File: src/rtl/mw_pkg.sv
`default_nettype none
// ============================================================================
//  Module   : mw_pkg
//  Purpose  : Shared states, constants and decode helpers for microwave_ctrl_n.
//  Revision : 1.0  initial release
// ============================================================================
package mw_pkg;

    typedef enum logic [1:0] {
        IDLE   = 2'd0,
        COOK   = 2'd1,
        PAUSED = 2'd2,
        DONE   = 2'd3
    } mw_state_t;

    localparam logic [3:0] KEY_NONE = 4'hF;

    // Segment order gfedcba, active high; non-decimal codes are blank.
    function automatic logic [6:0] bcd_to_7seg(input logic [3:0] bcd);
        logic [6:0] seg;
        case (bcd)
            4'd0:    seg = 7'h3F;
            4'd1:    seg = 7'h06;
            4'd2:    seg = 7'h5B;
            4'd3:    seg = 7'h4F;
            4'd4:    seg = 7'h66;
            4'd5:    seg = 7'h6D;
            4'd6:    seg = 7'h7D;
            4'd7:    seg = 7'h07;
            4'd8:    seg = 7'h7F;
            4'd9:    seg = 7'h6F;
            default: seg = 7'h00;
        endcase
        return seg;
    endfunction

    function automatic logic [3:0] onehot_to_bcd(input logic [9:0] onehot);
        logic [3:0] val;
        val = KEY_NONE;
        for (int k = 0; k < 10; k++) begin
            if (onehot[k]) val = 4'(k);
        end
        return val;
    endfunction

    function automatic logic is_onehot10(input logic [9:0] code);
        return (code != 10'd0) && ((code & (code - 10'd1)) == 10'd0);
    endfunction

endpackage
`default_nettype wire

File: src/rtl/mw_keypad_debounce.sv
`default_nettype none
// ============================================================================
//  Module   : mw_keypad_debounce
//  Purpose  : Accepts a one-hot key once it is stable; re-arms after release.
//  Revision : 1.0  initial release
// ============================================================================
module mw_keypad_debounce
    import mw_pkg::*;
#(
    parameter int DEBOUNCE_CYCLES = 2
) (
    input  logic       clock,
    input  logic       resetn,
    input  logic [9:0] keypad,
    output logic       key_valid,
    output logic [3:0] key_val
);

    localparam int RUN_W = $clog2(DEBOUNCE_CYCLES + 1);
    localparam logic [RUN_W-1:0] RUN_MAX = RUN_W'(DEBOUNCE_CYCLES);

    logic [9:0]       r_last;
    logic [RUN_W-1:0] r_run;
    logic             r_armed;
    logic [RUN_W-1:0] w_run_next;
    logic             w_stable;

    // r_run is the length of the current run of identical samples, saturating.
    always_comb begin
        if (keypad != r_last) begin
            w_run_next = RUN_W'(1);
        end else if (r_run == RUN_MAX) begin
            w_run_next = r_run;
        end else begin
            w_run_next = r_run + RUN_W'(1);
        end
        w_stable = (w_run_next == RUN_MAX);
    end

    always_ff @(posedge clock) begin
        if (!resetn) begin
            r_last    <= 10'd0;
            r_run     <= '0;
            r_armed   <= 1'b1;
            key_valid <= 1'b0;
            key_val   <= KEY_NONE;
        end else begin
            r_last    <= keypad;
            r_run     <= w_run_next;
            key_valid <= 1'b0;
            if (r_armed) begin
                if (is_onehot10(keypad) && w_stable) begin
                    key_valid <= 1'b1;
                    key_val   <= onehot_to_bcd(keypad);
                    r_armed   <= 1'b0;
                end
            end else if ((keypad == 10'd0) && w_stable) begin
                r_armed <= 1'b1;
            end
        end
    end

endmodule
`default_nettype wire

File: src/rtl/microwave_ctrl_n.sv
`default_nettype none
// ============================================================================
//  Module   : microwave_ctrl_n
//  Purpose  : N-digit BCD MM..:SS cook timer with keypad entry, pause/resume.
//             Optional done alarm enabled by defining MW_DONE_BEEP_EN.
//  Revision : 1.0  initial release
// ============================================================================
module microwave_ctrl_n
    import mw_pkg::*;
#(
    parameter int NDIGITS         = 4,
    parameter int TICKS_PER_SEC   = 50,
    parameter int DEBOUNCE_CYCLES = 2
) (
    input  logic                   clock,
    input  logic                   resetn,
    input  logic [9:0]             keypad,
    input  logic                   startn,
    input  logic                   stopn,
    input  logic                   clearn,
    input  logic                   door_closed,
    output logic [4*NDIGITS-1:0]   digits,
    output logic [7*NDIGITS-1:0]   segs,
    output logic                   mag_on,
    output logic [1:0]             state,
    output logic                   done,
    output logic                   beep
);

    localparam int NMIN    = NDIGITS - 2;
    localparam int PRESC_W = (TICKS_PER_SEC > 1) ? $clog2(TICKS_PER_SEC) : 1;

    mw_state_t              r_state;
    logic [PRESC_W-1:0]     r_presc;
    logic                   r_startn_q;
    logic                   r_stopn_q;
    logic                   r_clearn_q;
    logic                   w_start_p;
    logic                   w_stop_p;
    logic                   w_clear_p;
    logic                   w_tick;
    logic                   w_key_valid;
    logic [3:0]             w_key_val;
    logic [4*NDIGITS-1:0]   w_dec;
    logic                   w_dec_zero;
    logic                   w_borrow;
    logic [4*NDIGITS-1:0]   w_norm;
    logic                   w_carry;
    logic [4*NDIGITS-1:0]   w_shift;

    mw_keypad_debounce #(
        .DEBOUNCE_CYCLES (DEBOUNCE_CYCLES)
    ) u_debounce (
        .clock     (clock),
        .resetn    (resetn),
        .keypad    (keypad),
        .key_valid (w_key_valid),
        .key_val   (w_key_val)
    );

    assign w_start_p = r_startn_q & ~startn;
    assign w_stop_p  = r_stopn_q  & ~stopn;
    assign w_clear_p = r_clearn_q & ~clearn;
    assign w_tick    = (r_presc == PRESC_W'(TICKS_PER_SEC - 1));
    assign w_shift   = {digits[4*NDIGITS-5:0], w_key_val};

    // One-second decrement; the seconds tens digit wraps to 5, all others to 9.
    always_comb begin
        w_dec    = digits;
        w_borrow = 1'b1;
        for (int i = 0; i < NDIGITS; i++) begin
            if (w_borrow) begin
                if (digits[4*i +: 4] != 4'd0) begin
                    w_dec[4*i +: 4] = digits[4*i +: 4] - 4'd1;
                    w_borrow        = 1'b0;
                end else begin
                    w_dec[4*i +: 4] = (i == 1) ? 4'd5 : 4'd9;
                end
            end
        end
        w_dec_zero = (w_dec == '0);
    end

    // Seconds 60..99 fold into one extra minute; minute overflow saturates.
    always_comb begin
        w_norm  = digits;
        w_carry = 1'b0;
        if (digits[7:4] >= 4'd6) begin
            w_norm[7:4] = digits[7:4] - 4'd6;
            w_carry     = 1'b1;
            for (int i = 2; i < NDIGITS; i++) begin
                if (w_carry) begin
                    if (digits[4*i +: 4] == 4'd9) begin
                        w_norm[4*i +: 4] = 4'd0;
                    end else begin
                        w_norm[4*i +: 4] = digits[4*i +: 4] + 4'd1;
                        w_carry          = 1'b0;
                    end
                end
            end
            if (w_carry) w_norm = {{NMIN{4'd9}}, 4'd5, 4'd9};
        end
    end

    always_ff @(posedge clock) begin
        if (!resetn) begin
            r_state    <= IDLE;
            digits     <= '0;
            r_presc    <= '0;
            mag_on     <= 1'b0;
            done       <= 1'b0;
            r_startn_q <= 1'b1;
            r_stopn_q  <= 1'b1;
            r_clearn_q <= 1'b1;
        end else begin
            r_startn_q <= startn;
            r_stopn_q  <= stopn;
            r_clearn_q <= clearn;
            done       <= 1'b0;
            if (w_clear_p) begin
                digits  <= '0;
                r_state <= IDLE;
                mag_on  <= 1'b0;
            end else if ((r_state == COOK) && (!door_closed || w_stop_p)) begin
                r_state <= PAUSED;
                mag_on  <= 1'b0;
            end else if ((r_state != COOK) && w_start_p && door_closed && (digits != '0)) begin
                digits  <= w_norm;
                r_presc <= '0;
                r_state <= COOK;
                mag_on  <= 1'b1;
            end else if ((r_state != COOK) && w_key_valid) begin
                digits <= w_shift;
                if (r_state == DONE) r_state <= IDLE;
            end else if (r_state == COOK) begin
                if (w_tick) begin
                    r_presc <= '0;
                    digits  <= w_dec;
                    if (w_dec_zero) begin
                        r_state <= DONE;
                        mag_on  <= 1'b0;
                        done    <= 1'b1;
                    end
                end else begin
                    r_presc <= r_presc + PRESC_W'(1);
                end
            end
        end
    end

    assign state = r_state;

    generate
        for (genvar gi = 0; gi < NDIGITS; gi++) begin : g_seg
            assign segs[7*gi +: 7] = bcd_to_7seg(digits[4*gi +: 4]);
        end
    endgenerate

`ifdef MW_DONE_BEEP_EN
    localparam int BEEP_LEN = 3 * TICKS_PER_SEC;
    localparam int BEEP_W   = $clog2(BEEP_LEN);

    logic [BEEP_W-1:0] r_beep_cnt;
    logic              w_to_done;

    // Mirrors the FSM path that enters DONE from a final tick.
    assign w_to_done = (r_state == COOK) && !w_clear_p && door_closed && !w_stop_p &&
                       w_tick && w_dec_zero;

    always_ff @(posedge clock) begin
        if (!resetn) begin
            beep       <= 1'b0;
            r_beep_cnt <= '0;
        end else if (w_to_done) begin
            beep       <= 1'b1;
            r_beep_cnt <= '0;
        end else if (beep) begin
            if (w_start_p || w_stop_p || w_clear_p || w_key_valid ||
                (r_beep_cnt == BEEP_W'(BEEP_LEN - 1))) begin
                beep <= 1'b0;
            end
            r_beep_cnt <= r_beep_cnt + BEEP_W'(1);
        end
    end
`else
    assign beep = 1'b0;
`endif

endmodule
`default_nettype wire
File: config.mk
export PLATFORM = sky130hd
export DESIGN_NAME = microwave_ctrl_n
export DESIGN_NICKNAME = d
export VERILOG_FILES = /design/src/rtl/mw_pkg.sv /design/src/rtl/mw_keypad_debounce.sv /design/src/rtl/microwave_ctrl_n.sv
export SDC_FILE = /design/constraint.sdc
export NUM_CORES = 1
export LEC_CHECK = 0
export CAP_MARGIN = 20
export CELL_PAD_IN_SITES_DETAIL_PLACEMENT = 1
export CELL_PAD_IN_SITES_GLOBAL_PLACEMENT = 2
export CORE_ASPECT_RATIO = 0.8
export CORE_MARGIN = 3
export CORE_UTILIZATION = 36
export DETAILED_ROUTE_END_ITERATION = 10
export PLACE_DENSITY = 0.95
export SETUP_SLACK_MARGIN = 0.1
export SYNTH_ARGS = -nofsm -noshare
export SYNTH_HDL_FRONTEND = slang
export SYNTH_SLANG_ARGS = --single-unit
File: constraint.sdc
create_clock -name clock -period 10.4 [get_ports clock]
set_input_delay 2.08 -clock clock [delete_from_list [all_inputs] [get_ports clock]]
set_output_delay 2.08 -clock clock [all_outputs]
set_load 0.02 [all_outputs]
==> results by group, run 1 <==
Job
  – Max-capacitance violation count: 0

CTS
  – Clk pin slew, worst setup/hold paths: about 0.060 ns
  – Post-CTS Setup Bufs: 0
  – Cts hold-fix bufs: 0
  – Post-CTS sizing: 0
  – H-tree depth: 3
  – CTS tree: yes
  – CTS Sinks: 75
  – CTS root buf: clkbuf_16
  – Worst-Skew Late Latency: about 0.35 ns
  – Number of CTS-inserted buffers: 9
  – Clock Path Buffers: 2

Worst setup path
  – Critical Path AT: roughly 5.7 ns
  – FF-to-FF path depth: 12
  – Setup slack of the most critical reg-to-reg path: roughly 5.5 ns
  – CP required: between 10 and 15 ns
  – Setup CP Type: in2reg
  – Worst-path maximum fanout: 14
  – Worst setup EP type: flop
  – Startpoint Class: input pin
  – CP Cell Sequence: clkdlybuf4s50_1 -> nand4b_1 -> o211ai_2 -> nand2_1 -> o221ai_1 -> inv_1 -> ha_1 -> or3b_1 -> o21ai_0
  – Crit-path slowest cell: o221ai_1
  – Slowest stage delay, CP: 0.67 ns

Route
  – First drt pass iteration count: 5
  – DR vias/cell: between 5 and 6
  – Initial DRC Count: 539
  – Via count: 4493
  – DRC Markers: 0
  – WL/cell: 19.4 µm
  – Antenna Nets Post-Route: 0
  – Final wirelength: around 15000 µm

STA
  – Final Skew: approximately 0.012 ns
  – Final period utilization: 52.4%
  – Slew Limit Headroom: 31.2%
  – Final slew viol count: 0
  – Final count of negative-setup-slack endpoints: 0
  – Slew at the pin closest to its max-slew limit: 1.03 ns
  – RSZ-0062 raised after global routing: false
  – Fmax: around 180 MHz
  – Hold slack: between 0.4 and 0.5 ns
  – Number of failing hold endpoints at the final stage: 0
  – Setup TNS: 0 ns
  – Post-route minimum period: approximately 5.4 ns

Finish
  – Nets: approximately 650
  – Most frequent cells in the layout: 75 x dfxtp_1, 63 x clkdlybuf4s50_1, 42 x nor2_1, 38 x ha_1, 36 x inv_1
  – Layout cells sized above 1: around 7.6%
  – Ant. Diodes: 0
  – Non-filler cells, final: roughly 780
  – Most common cell after layout, fill and taps aside: dfxtp_1
  – P&R area growth vs syn: 21.1%

Die
  – CORE AREA: about 13000 µm²
  – Initial core utilization: a little under two fifths
  – Die H: between 100 and 150 µm
  – Die W: between 100 and 150 µm
  – # IOs: 65
  – Row cnt: 36
  – Die area: 14600 µm²

Synthesis
  – Sequential element share of the synthesized area: between 30% and 40%
  – Largest family of logic cells by synthesized area: simple AND/OR/NAND/NOR gates
  – Main synth FF type: dfxtp_1
  – Area share of xor/xnor cells in the synthesized design: about 4.4%
  – Mapped Cells: roughly 560
  – Synth top area share: a little under a third
  – Synth area leader: dfxtp_1
  – Avg Cell Area, Syn: between 8 and 9 µm²
  – Proportion of synthesized area in mux cells: 3.55%
  – Synth top area cells: dfxtp_1 32%, ha_1 10%, xor2_1 3.5%, nor2_1 3.3%, inv_1 2.8%
  – Netlist Area Pre-Place: around 4800 µm²
  – Seq cells post-synth: 75
  – Compound-Gate Fraction of Synth Area: about 21%
  – Yosys warnings: 0
  – Number of synthesized flops with an enable pin: 0
  – Syn Nets: between 600 and 700
  – Ys async rst share: 0%
  – Simple-gate share of the synthesized area: between 20% and 30%
  – Post-synth cell types: 78
  – Adder-cell share of the synthesized area: between 10% and 20%

Place
  – Post-DP HPWL: around 11000 µm
  – GP Congestion: about 0.93
  – Placed insts: around 760
  – PortBufs: between 60 and 70

Worst hold path
  – Hold path depth: 2
  – Worst hold path class: reg2reg

Pwr
  – Gate power share: 24.3%
  – Power Density: between 100 and 150 nW/µm²
  – Seq pwr share: a little under two fifths
  – Design Power: between 0.8 and 0.9 mW
  – Sw Share: 32.0%
  – Worst vdd rail ir drop: 0.0706 mV
  – Leak: about 2.3 nW
  – Sw power: ~0.27 mW
  – Clock Power Share: approximately 38%
  – Power Internal: about 0.57 mW

GRT
  – Largest net degree at the start of global routing: 21
  – Global-route wire length before repair: 24500 µm
  – GRT Total Usage: 20.9%
  – Total global routing overflow: 0
  – Initial antenna violation count: 0
  – Vias in the first global route: 4643

Status
  – Status: finished, final reports clean
-- critical path: cells and delay by family --
kind | cells | cell delay, ns
and+or+nand+nor | 3 | 1.33
AOI/OAI and AO/OA | 3 | 1.27
buffers and inverters | 2 | 0.76
adders and majority gates | 1 | 0.26
-- synth_stat cells, types with 4 or more instances --
cell type / count
xnor2_1: 5
a311oi_1: 4
o22ai_1: 20
buf_4: 4
nor4_1: 13
a31oi_1: 6
xor2_1: 19
nor3_1: 15
and2_1: 11
mux2i_1: 9
nor2b_1: 5
nand3b_1: 5
ha_1: 38
o211ai_1: 12
buf_2: 6
o211a_1: 4
nand2b_1: 11
nor2_1: 42
clkbuf_1: 20
nand4_1: 10
a21oi_1: 16
a22oi_1: 4
o21ai_0: 21
or3_1: 6
nand2_1: 35
inv_1: 36
nand3_1: 13
dfxtp_1: 75
a211oi_1: 7
mux2_2: 5
o31ai_1: 8
-- power by group through the flow --
stage / logic (mW) / registers, mW / clock network, mW
2_1_floorplan: 0.123 / 0.330 / 0
3_3_place_gp: 0.192 / 0.321 / 0
3_5_place_dp: 0.198 / 0.321 / 0
4_1_cts: 0.199 / 0.315 / 0.326
5_1_grt: 0.219 / 0.317 / 0.335
6_report: 0.203 / 0.315 / 0.316
-- state kept, by name, summed over array words and instances (netlist names) --
| register | cells |
|---|---|
| u_debounce.r_armed | 1 |
| r_clearn_q | 1 |
| r_presc | 6 |
| done | 1 |
| r_startn_q | 1 |
| mag_on | 1 |
| u_debounce.r_run | 2 |
| state | 2 |
| u_debounce.r_last | 10 |
| r_stopn_q | 1 |
| u_debounce.key_valid | 1 |
| segs | 28 |
| digits | 16 |
| u_debounce.key_val | 4 |
-- metal layers --
| layer | GRT usage [%] | wire length (µm) | up-vias |
|---|---|---|---|
| li1 | - | - | 2107 |
| met1 | 28.3 | 7180 | 2231 |
| met2 | 33.3 | 6850 | 136 |
| met3 | 4.94 | 833 | 19 |
| met4 | 6.03 | 189 | 0 |
| met5 | 0 | 0 | - |
-- final timing paths --
check | endpoint | startpoint
setup reg to reg | segs[27] | digits[5]
setup / recovery | segs[27] | door_closed
hold / removal | mag_on | mag_on
hold reg to reg | mag_on | mag_on
-- cells by family after synthesis --
kind of cell	Yosys count
xor+xnor	24
simple gates	192
mux	15
compound gates	139
other cells	1
fa+ha+maj	39
flops	75
buf+inv	70
-- area by class of cell --
cell class,count,area (µm²)
inverters,37,139
flip-flops and latches,75,1500
repair buffers,66,653
clock inverters,7,78.8
well taps,171,214
fillers,1472,6800
multi-input cells,410,2950
clock buffers,9,225
-- metrics by stage --
| step | cell area (µm²) | setup WS, ns | utilization [%] |
|---|---|---|---|
| after floorplan | 4760 | 6.07 | - |
| after CTS | 5760 | 5.01 | 45.9 |
| final | 5760 | 4.95 | 45.9 |
| after detailed placement | 5460 | 4.67 | 43.4 |
| after global placement | 5460 | 4.96 | 43.4 |
| after global routing | 5760 | 4.57 | 45.9 |
(Power assumes the default switching activity.)
==> inputs of run 2 (changes only) <==
Settings changed: CORE_UTILIZATION 36 to 30, PLACE_DENSITY 0.95 to 0.87.
Clock period 10.4 ns to 5 ns, I/O delays scaled along.
==> run 2 against run 1 <==
Clock power increased by 110%. Register-to-register slack got worse by 4.6 ns. Critical endpoint is now segs[26]. First-iteration DRC count decreased by 39%. Critical path depth increased by 3. Flip-flop and latch count unchanged. Power increased by 110%. Global-route usage decreased by 3.9 points. Clock skew decreased by 0.0064 ns. Worst hold slack improved by 0.013 ns. Sequential share of layout area decreased by 0.58 points. Setup slack got worse by 4.0 ns. Combinational power increased by 110%.
==> results by group, run 2 (same netlist as run 1, synthesis figures left out) <==
GRT
  – Global-route wire length before repair: 24000 µm (-2.2%)
  – GRT Total Usage: 17.0% (-3.9 points)
  – Initial antenna violation count: 0 (unchanged)
  – Total global routing overflow: 0 (unchanged)
  – Vias in the first global route: 4510 (-2.9%)
  – Largest net degree at the start of global routing: 21 (unchanged)

Route
  – DR vias/cell: 5.33 (-8.0%)
  – DRC Markers: 0 (unchanged)
  – WL/cell: 17.8 µm (-8.3%)
  – First drt pass iteration count: 4 (-1)
  – Antenna Nets Post-Route: 0 (unchanged)
  – Initial DRC Count: 328 (-39%)
  – Final wirelength: 14700 µm (-2.4%)
  – Via count: 4401 (-2.0%)

CTS
  – Clock Path Buffers: 2 (unchanged)
  – Post-CTS Setup Bufs: 0 (unchanged)
  – Post-CTS sizing: 0 (unchanged)
  – Worst-Skew Late Latency: 0.35 ns (about the same)
  – H-tree depth: 3 (unchanged)
  – Number of CTS-inserted buffers: 9 (unchanged)
  – CTS Sinks: 75 (unchanged)
  – CTS root buf: clkbuf_16
  – Clk pin slew, worst setup/hold paths: 0.06 ns (about the same)
  – Cts hold-fix bufs: 0 (unchanged)
  – CTS tree: yes

Pwr
  – Power Density: 297 nW/µm² (+110%)
  – Clock Power Share: 37.7% (-0.2 points)
  – Sw Share: 31.0% (-0.96 points)
  – Gate power share: 24.9% (+0.6 points)
  – Power Internal: 1.21 mW (+110%)
  – Design Power: 1.75 mW (+110%)
  – Worst vdd rail ir drop: 0.154 mV (+120%)
  – Seq pwr share: 37.4% (-0.4 points)
  – Leak: 2.33 nW (+2.6%)
  – Sw power: 0.543 mW (+100%)

STA
  – Fmax: ~240 MHz
  – Slew at the pin closest to its max-slew limit: 0.787 ns (-0.245 ns)
  – Post-route minimum period: 4.08 ns
  – RSZ-0062 raised after global routing: false
  – Worst Setup Slack, final: 0.915 ns (-4.04 ns)
  – Final period utilization: 81.7%
  – Final count of negative-setup-slack endpoints: 0 (unchanged)
  – Number of failing hold endpoints at the final stage: 0 (unchanged)
  – Slew Limit Headroom: 46.1% (+15 points)
  – Final slew viol count: 0 (unchanged)
  – Setup TNS: 0 ns (unchanged)
  – Final Skew: 0.00557 ns (-0.00636 ns)

Finish
  – P&R area growth vs syn: 23.8%
  – Nets: 664 (+1.7%)
  – Most frequent cells in the layout: 75 x dfxtp_1, 63 x clkdlybuf4s50_1, 42 x nor2_1, 38 x ha_1, 36 x inv_1
  – Layout cells sized above 1: 9.27% (+1.7 points)
  – Fillers: 1813 (+23%)
  – Most common cell after layout, fill and taps aside: dfxtp_1
  – Largest register FFs: 28 (unchanged)
  – FF+latch area: 1500 µm² (unchanged)
  – Multi-input logic area: 2950 µm² (unchanged)
  – Ant. Diodes: 0 (unchanged)

Die
  – Die W: 147 µm (+9.1%)
  – # IOs: 65 (unchanged)
  – Initial core utilization: 31.2% (-6.7 points)
  – Die area: 17400 µm² (+19%)
  – Row cnt: 40 (+11%)
  – Die H: 119 µm (+9.0%)
  – CORE AREA: 15300 µm² (+21%)

Worst hold path
  – Worst hold path class: reg2reg
  – Hold path depth: 2 (unchanged)

Status
  – Status: finished, final reports clean

Place
  – GP Congestion: 0.894 (-3.8%)
  – Post-DP HPWL: 11100 µm (+0.48%)
  – Pre-CTS setup slack: 0.819 ns (-3.85 ns)
  – PortBufs: 63 (unchanged)

Worst setup path
  – FF-to-FF path depth: 12 (unchanged)
  – CP required: 5.27 ns (-5.38 ns)
  – Worst setup EP type: flop
  – Setup slack of the most critical reg-to-reg path: 0.92 ns (-4.59 ns)
  – Worst-path maximum fanout: 14 (unchanged)
  – Startpoint Class: flop
  – Setup CP Type: reg2reg
  – Critical Path AT: 4.35 ns (-1.35 ns)

Job
  – Max-capacitance violation count: 0 (unchanged)
[run 2: changes by cell type in the layout (fill, tap and decap cells not counted), sizes merged]
cell | before | now
clkinvlp | 3 | 2
clkbuf | 9 | 10
inv | 37 | 38
clkinv | 3 | 2
buf | 3 | 14
[run 2: power groups by stage]
stage	logic, mW	registers (mW)	clock network (mW)
floorplan	0.256	0.687	0
global placement	0.423	0.667	0
detailed placement	0.429	0.668	0
CTS	0.432	0.655	0.681
global route	0.474	0.659	0.704
finish	0.435	0.655	0.660
[run 2: final cells by class]
cell class	instances	share of cell area (%)
Inverter	37	2.36
Sequential cell	75	25.5
Timing Repair Buffer	77	12.5
Multi-Input combinational cell	410	50.1
Tap cell	210	4.46
Clock buffer	10	4.06
Clock inverter	6	1.08
[run 2: critical path: stages, from the launching register on]
cell and delay (ns):
dfxtp_1 0.39, inv_1 0.18, ha_1 0.28, or3b_1 0.52
nor4_4 0.31, buf_4 0.25, o211a_1 0.44, nor3_1 0.17
o221ai_1 0.53, inv_1 0.22, ha_1 0.24, or3b_1 0.37
o211ai_1 0.10
[run 2: path summary, 6_finish.rpt]
kind           endpoint  startpoint
min          r_presc[5]  r_presc[5]
max            segs[26]   digits[5]
max reg2reg    segs[26]   digits[5]
min reg2reg  r_presc[5]  r_presc[5]
[run 2: metal layers]
| metal | global-route usage (%) | part of all wire, % | vias up |
|---|---|---|---|
| li1 | - | - | 2140 |
| met1 | 23.4 | 48 | 2134 |
| met4 | 4.35 | 1.3 | 0 |
| met3 | 4.91 | 6.5 | 18 |
| met5 | 0 | 0 | - |
| met2 | 26.0 | 44 | 109 |
[run 2: through the flow]
stage               area, µm²  std cells  utilization, %  hold WS [ns]
global route             5890        825            38.6         0.561
floorplan                4760        555               -         0.478
finish                   5890        825            38.6         0.512
CTS                      5890        825            38.6         0.518
detailed placement       5590        809            36.6         0.501
global placement         5590        809            36.6         0.502
==> inputs of run 3 (changes only) <==
Settings changed: CORE_UTILIZATION 30 to 34, PLACE_DENSITY 0.87 to 0.92.
Clock period 5 ns to 4.1 ns, I/O delays scaled along.
==> run 3 against run 2 <==
Flip-flop and latch count unchanged. Sequential share of layout area down 0.29 points. Die area down 11%. Final area up 1.1%. Setup slack worse by 0.57 ns.
==> results by group, run 3 (same netlist as run 1, synthesis figures left out) <==
Status
  – Status: finished, final reports clean

Die
  – Initial core utilization: 34.9% (+3.7 points)
  – CORE AREA: 13600 µm² (-11%)
  – Die W: 138 µm (-5.8%)
  – # IOs: 65 (unchanged)
  – Die H: 112 µm (-5.8%)
  – Die area: 15500 µm² (-11%)
  – Row cnt: 38 (-5.0%)

Route
  – Antenna Nets Post-Route: 0 (unchanged)
  – Initial DRC Count: 380 (+16%)
  – DRC Markers: 0 (unchanged)
  – WL/cell: 18.3 µm (+2.8%)
  – Via count: 4512 (+2.5%)
  – First drt pass iteration count: 5 (+1)
  – DR vias/cell: 5.61 (+5.2%)
  – Final wirelength: 14700 µm (+0.14%)

Worst setup path
  – Number of cells on the critical path: 12 (unchanged)
  – Startpoint Class: flop
  – Worst Setup SP: digits[13]
  – Worst setup EP type: flop
  – Setup CP Type: reg2reg
  – FF-to-FF path depth: 12 (unchanged)
  – Reg-to-reg startpoint: digits[13]
  – Critical Path AT: 3.98 ns (-0.37 ns)
  – Crit path max-delay family: simple AND/OR/NAND/NOR gates
  – Bufs and invs on worst path: 1 (-2)
  – Crit-path slowest cell: nor3b_1
  – Worst-path maximum fanout: 11 (-3)
  – Setup slack of the most critical reg-to-reg path: 0.35 ns (-0.57 ns)
  – CP Cell Sequence: inv_1 -> ha_1 -> nor3b_1 -> nand4_1 -> a31o_2 -> nor2_1 -> nand4_1 -> o21ai_0 -> nand2b_1 -> ha_1 -> nor2_1 -> o32ai_1
  – CP required: 4.33 ns (-0.94 ns)
  – Slowest stage delay, CP: 0.51 ns (-0.02 ns)
  – RR Endpoint: segs[4]

STA
  – Final Skew: 0.00557 ns (+0.00000322 ns)
  – Slew at the pin closest to its max-slew limit: 0.709 ns (-0.0784 ns)
  – Slew Limit Headroom: 52.3% (+6.1 points)
  – Worst Setup Slack, final: 0.346 ns (-0.569 ns)
  – Post-route minimum period: 3.75 ns (-0.331 ns)
  – Setup TNS: 0 ns (unchanged)
  – RSZ-0062 raised after global routing: false
  – Final period utilization: 91.5% (+9.8 points)
  – Final slew viol count: 0 (unchanged)
  – Number of failing hold endpoints at the final stage: 0 (unchanged)
  – Final count of negative-setup-slack endpoints: 0 (unchanged)
  – Fmax: 266 MHz (+8.8%)

GRT
  – Largest net degree at the start of global routing: 18 (-14%)
  – Met2 global-route usage: 28.4% (+2.4 points)
  – Initial antenna violation count: 0 (unchanged)
  – GRT Total Usage: 19.2% (+2.2 points)
  – Met1 Use GR: 27.6% (+4.2 points)
  – Vias in the first global route: 4423 (-1.9%)
  – Global-route wire length before repair: 24200 µm (+0.80%)
  – Met3 usage: 4.34% (-0.57 points)
  – Total global routing overflow: 0 (unchanged)
  – Busiest grt layer: met2

Finish
  – Most common cell after layout, fill and taps aside: dfxtp_1
  – Layout cells sized above 1: 10.7% (+1.5 points)
  – Nets: 673 (+1.4%)
  – Most frequent cells in the layout: 75 x dfxtp_1, 63 x clkdlybuf4s50_1, 42 x nor2_1, 38 x ha_1, 36 x inv_1
  – P&R area growth vs syn: 25.2%
  – Largest register FFs: 28 (unchanged)
  – Ant. Diodes: 0 (unchanged)

Pwr
  – Seq pwr share: 35.8% (-1.6 points)
  – Power Density: 373 nW/µm² (+26%)
  – Sw Share: 29.6% (-1.5 points)
  – Worst vdd rail ir drop: 0.247 mV (+61%)
  – Clock Power Share: 39.0% (+1.3 points)
  – Leak: 2.39 nW (+2.5%)
  – Power Internal: 1.56 mW (+30%)
  – Gate power share: 25.2% (+0.3 points)
  – Sw power: 0.657 mW (+21%)

Place
  – Post-DP HPWL: 11100 µm (-0.27%)
  – Pre-CTS setup slack: 0.218 ns (-0.601 ns)
  – GP Congestion: 0.932 (+4.2%)
  – PortBufs: 63 (unchanged)

CTS
  – Clk pin slew, worst setup/hold paths: 0.06 ns (about the same)
  – Number of CTS-inserted buffers: 9 (unchanged)
  – H-tree depth: 3 (unchanged)
  – CTS root buf: clkbuf_16
  – Cts hold-fix bufs: 0 (unchanged)
  – CTS tree: yes
  – CTS Sinks: 75 (unchanged)
  – Clock Path Buffers: 2 (unchanged)
  – Worst-Skew Late Latency: 0.35 ns (about the same)

Worst hold path
  – Hold Crit Endpoint: mag_on
  – Hold path depth: 2 (unchanged)
  – Worst hold path class: reg2reg
  – Worst hold start: mag_on

Job
  – Max-capacitance violation count: 0 (unchanged)
[run 3: cell count changes in the layout (fill, tap and decap cells not counted)]
| cell | before | now |
|---|---|---|
| a31oi_1 | 6 | 5 |
| inv_6 | 1 | 0 |
| bufinv_16 | 1 | 2 |
| buf_4 | 14 | 23 |
| clkbuf_1 | 0 | 1 |
| clkbuf_8 | 1 | 2 |
| a31oi_2 | 0 | 1 |
| clkinv_2 | 2 | 1 |
| nor3b_1 | 3 | 2 |
| clkinvlp_4 | 2 | 1 |
| nor3b_2 | 1 | 2 |
[run 3: worst max-delay path by stage]
| stage | endpoint | slack (ns) |
|---|---|---|
| 2_1_floorplan | segs[26] | 0.68 |
| 4_1_cts | segs[4] | 0.37 |
| 3_5_place_dp | segs[4] | 0.22 |
| 5_1_grt | segs[4] | 0.16 |
| 6_report | segs[4] | 0.35 |
| 3_3_place_gp | segs[19] | 0.34 |
[run 3: layer usage]
metal | share of wire, % | routed length, µm
met5 | 0 | 0
met4 | 1.9 | 284
met3 | 5.4 | 799
met2 | 43 | 6350
met1 | 49 | 7280
[run 3: cell type report]
cell class / count / area (µm²)
Clock buffer: 12 / 256
Clock inverter: 4 / 72.6
Fill cell: 1606 / 7680
Inverter: 37 / 139
Multi-Input combinational cell: 410 / 2960
Sequential cell: 75 / 1500
Tap cell: 180 / 225
Timing Repair Buffer: 86 / 803
[run 3: power groups by stage]
| stage | sequential [mW] | combinational, mW | clock, mW |
|---|---|---|---|
| floorplan | 0.838 | 0.313 | 0 |
| global placement | 0.810 | 0.521 | 0 |
| detailed placement | 0.811 | 0.532 | 0 |
| CTS | 0.795 | 0.536 | 0.892 |
| global route | 0.801 | 0.606 | 0.919 |
| finish | 0.796 | 0.559 | 0.867 |
[run 3: worst min-delay path: stages (launching register included)]
cell and delay (ns):
dfxtp_1 0.32, nand2b_1 0.07, a211oi_1 0.07
[run 3: per-stage QoR]
| stage | std cells | power (mW) | utilization (%) | hold slack, ns | cell area [µm²] |
|---|---|---|---|---|---|
| after floorplan | 555 | 1.15 | - | 0.478 | 4760 |
| after global placement | 786 | 1.33 | 41.1 | 0.490 | 5610 |
| after detailed placement | 786 | 1.34 | 41.1 | 0.507 | 5610 |
| after CTS | 802 | 2.22 | 43.5 | 0.523 | 5930 |
| after global routing | 804 | 2.33 | 43.7 | 0.538 | 5960 |
| final | 804 | 2.22 | 43.7 | 0.509 | 5960 |
[run 3: repair_timing]
action,CTS,global route
gates resized for setup,0,2
buffers inserted,0,2
setup endpoints to repair,0,6
endpoints found under the hold margin,0,0
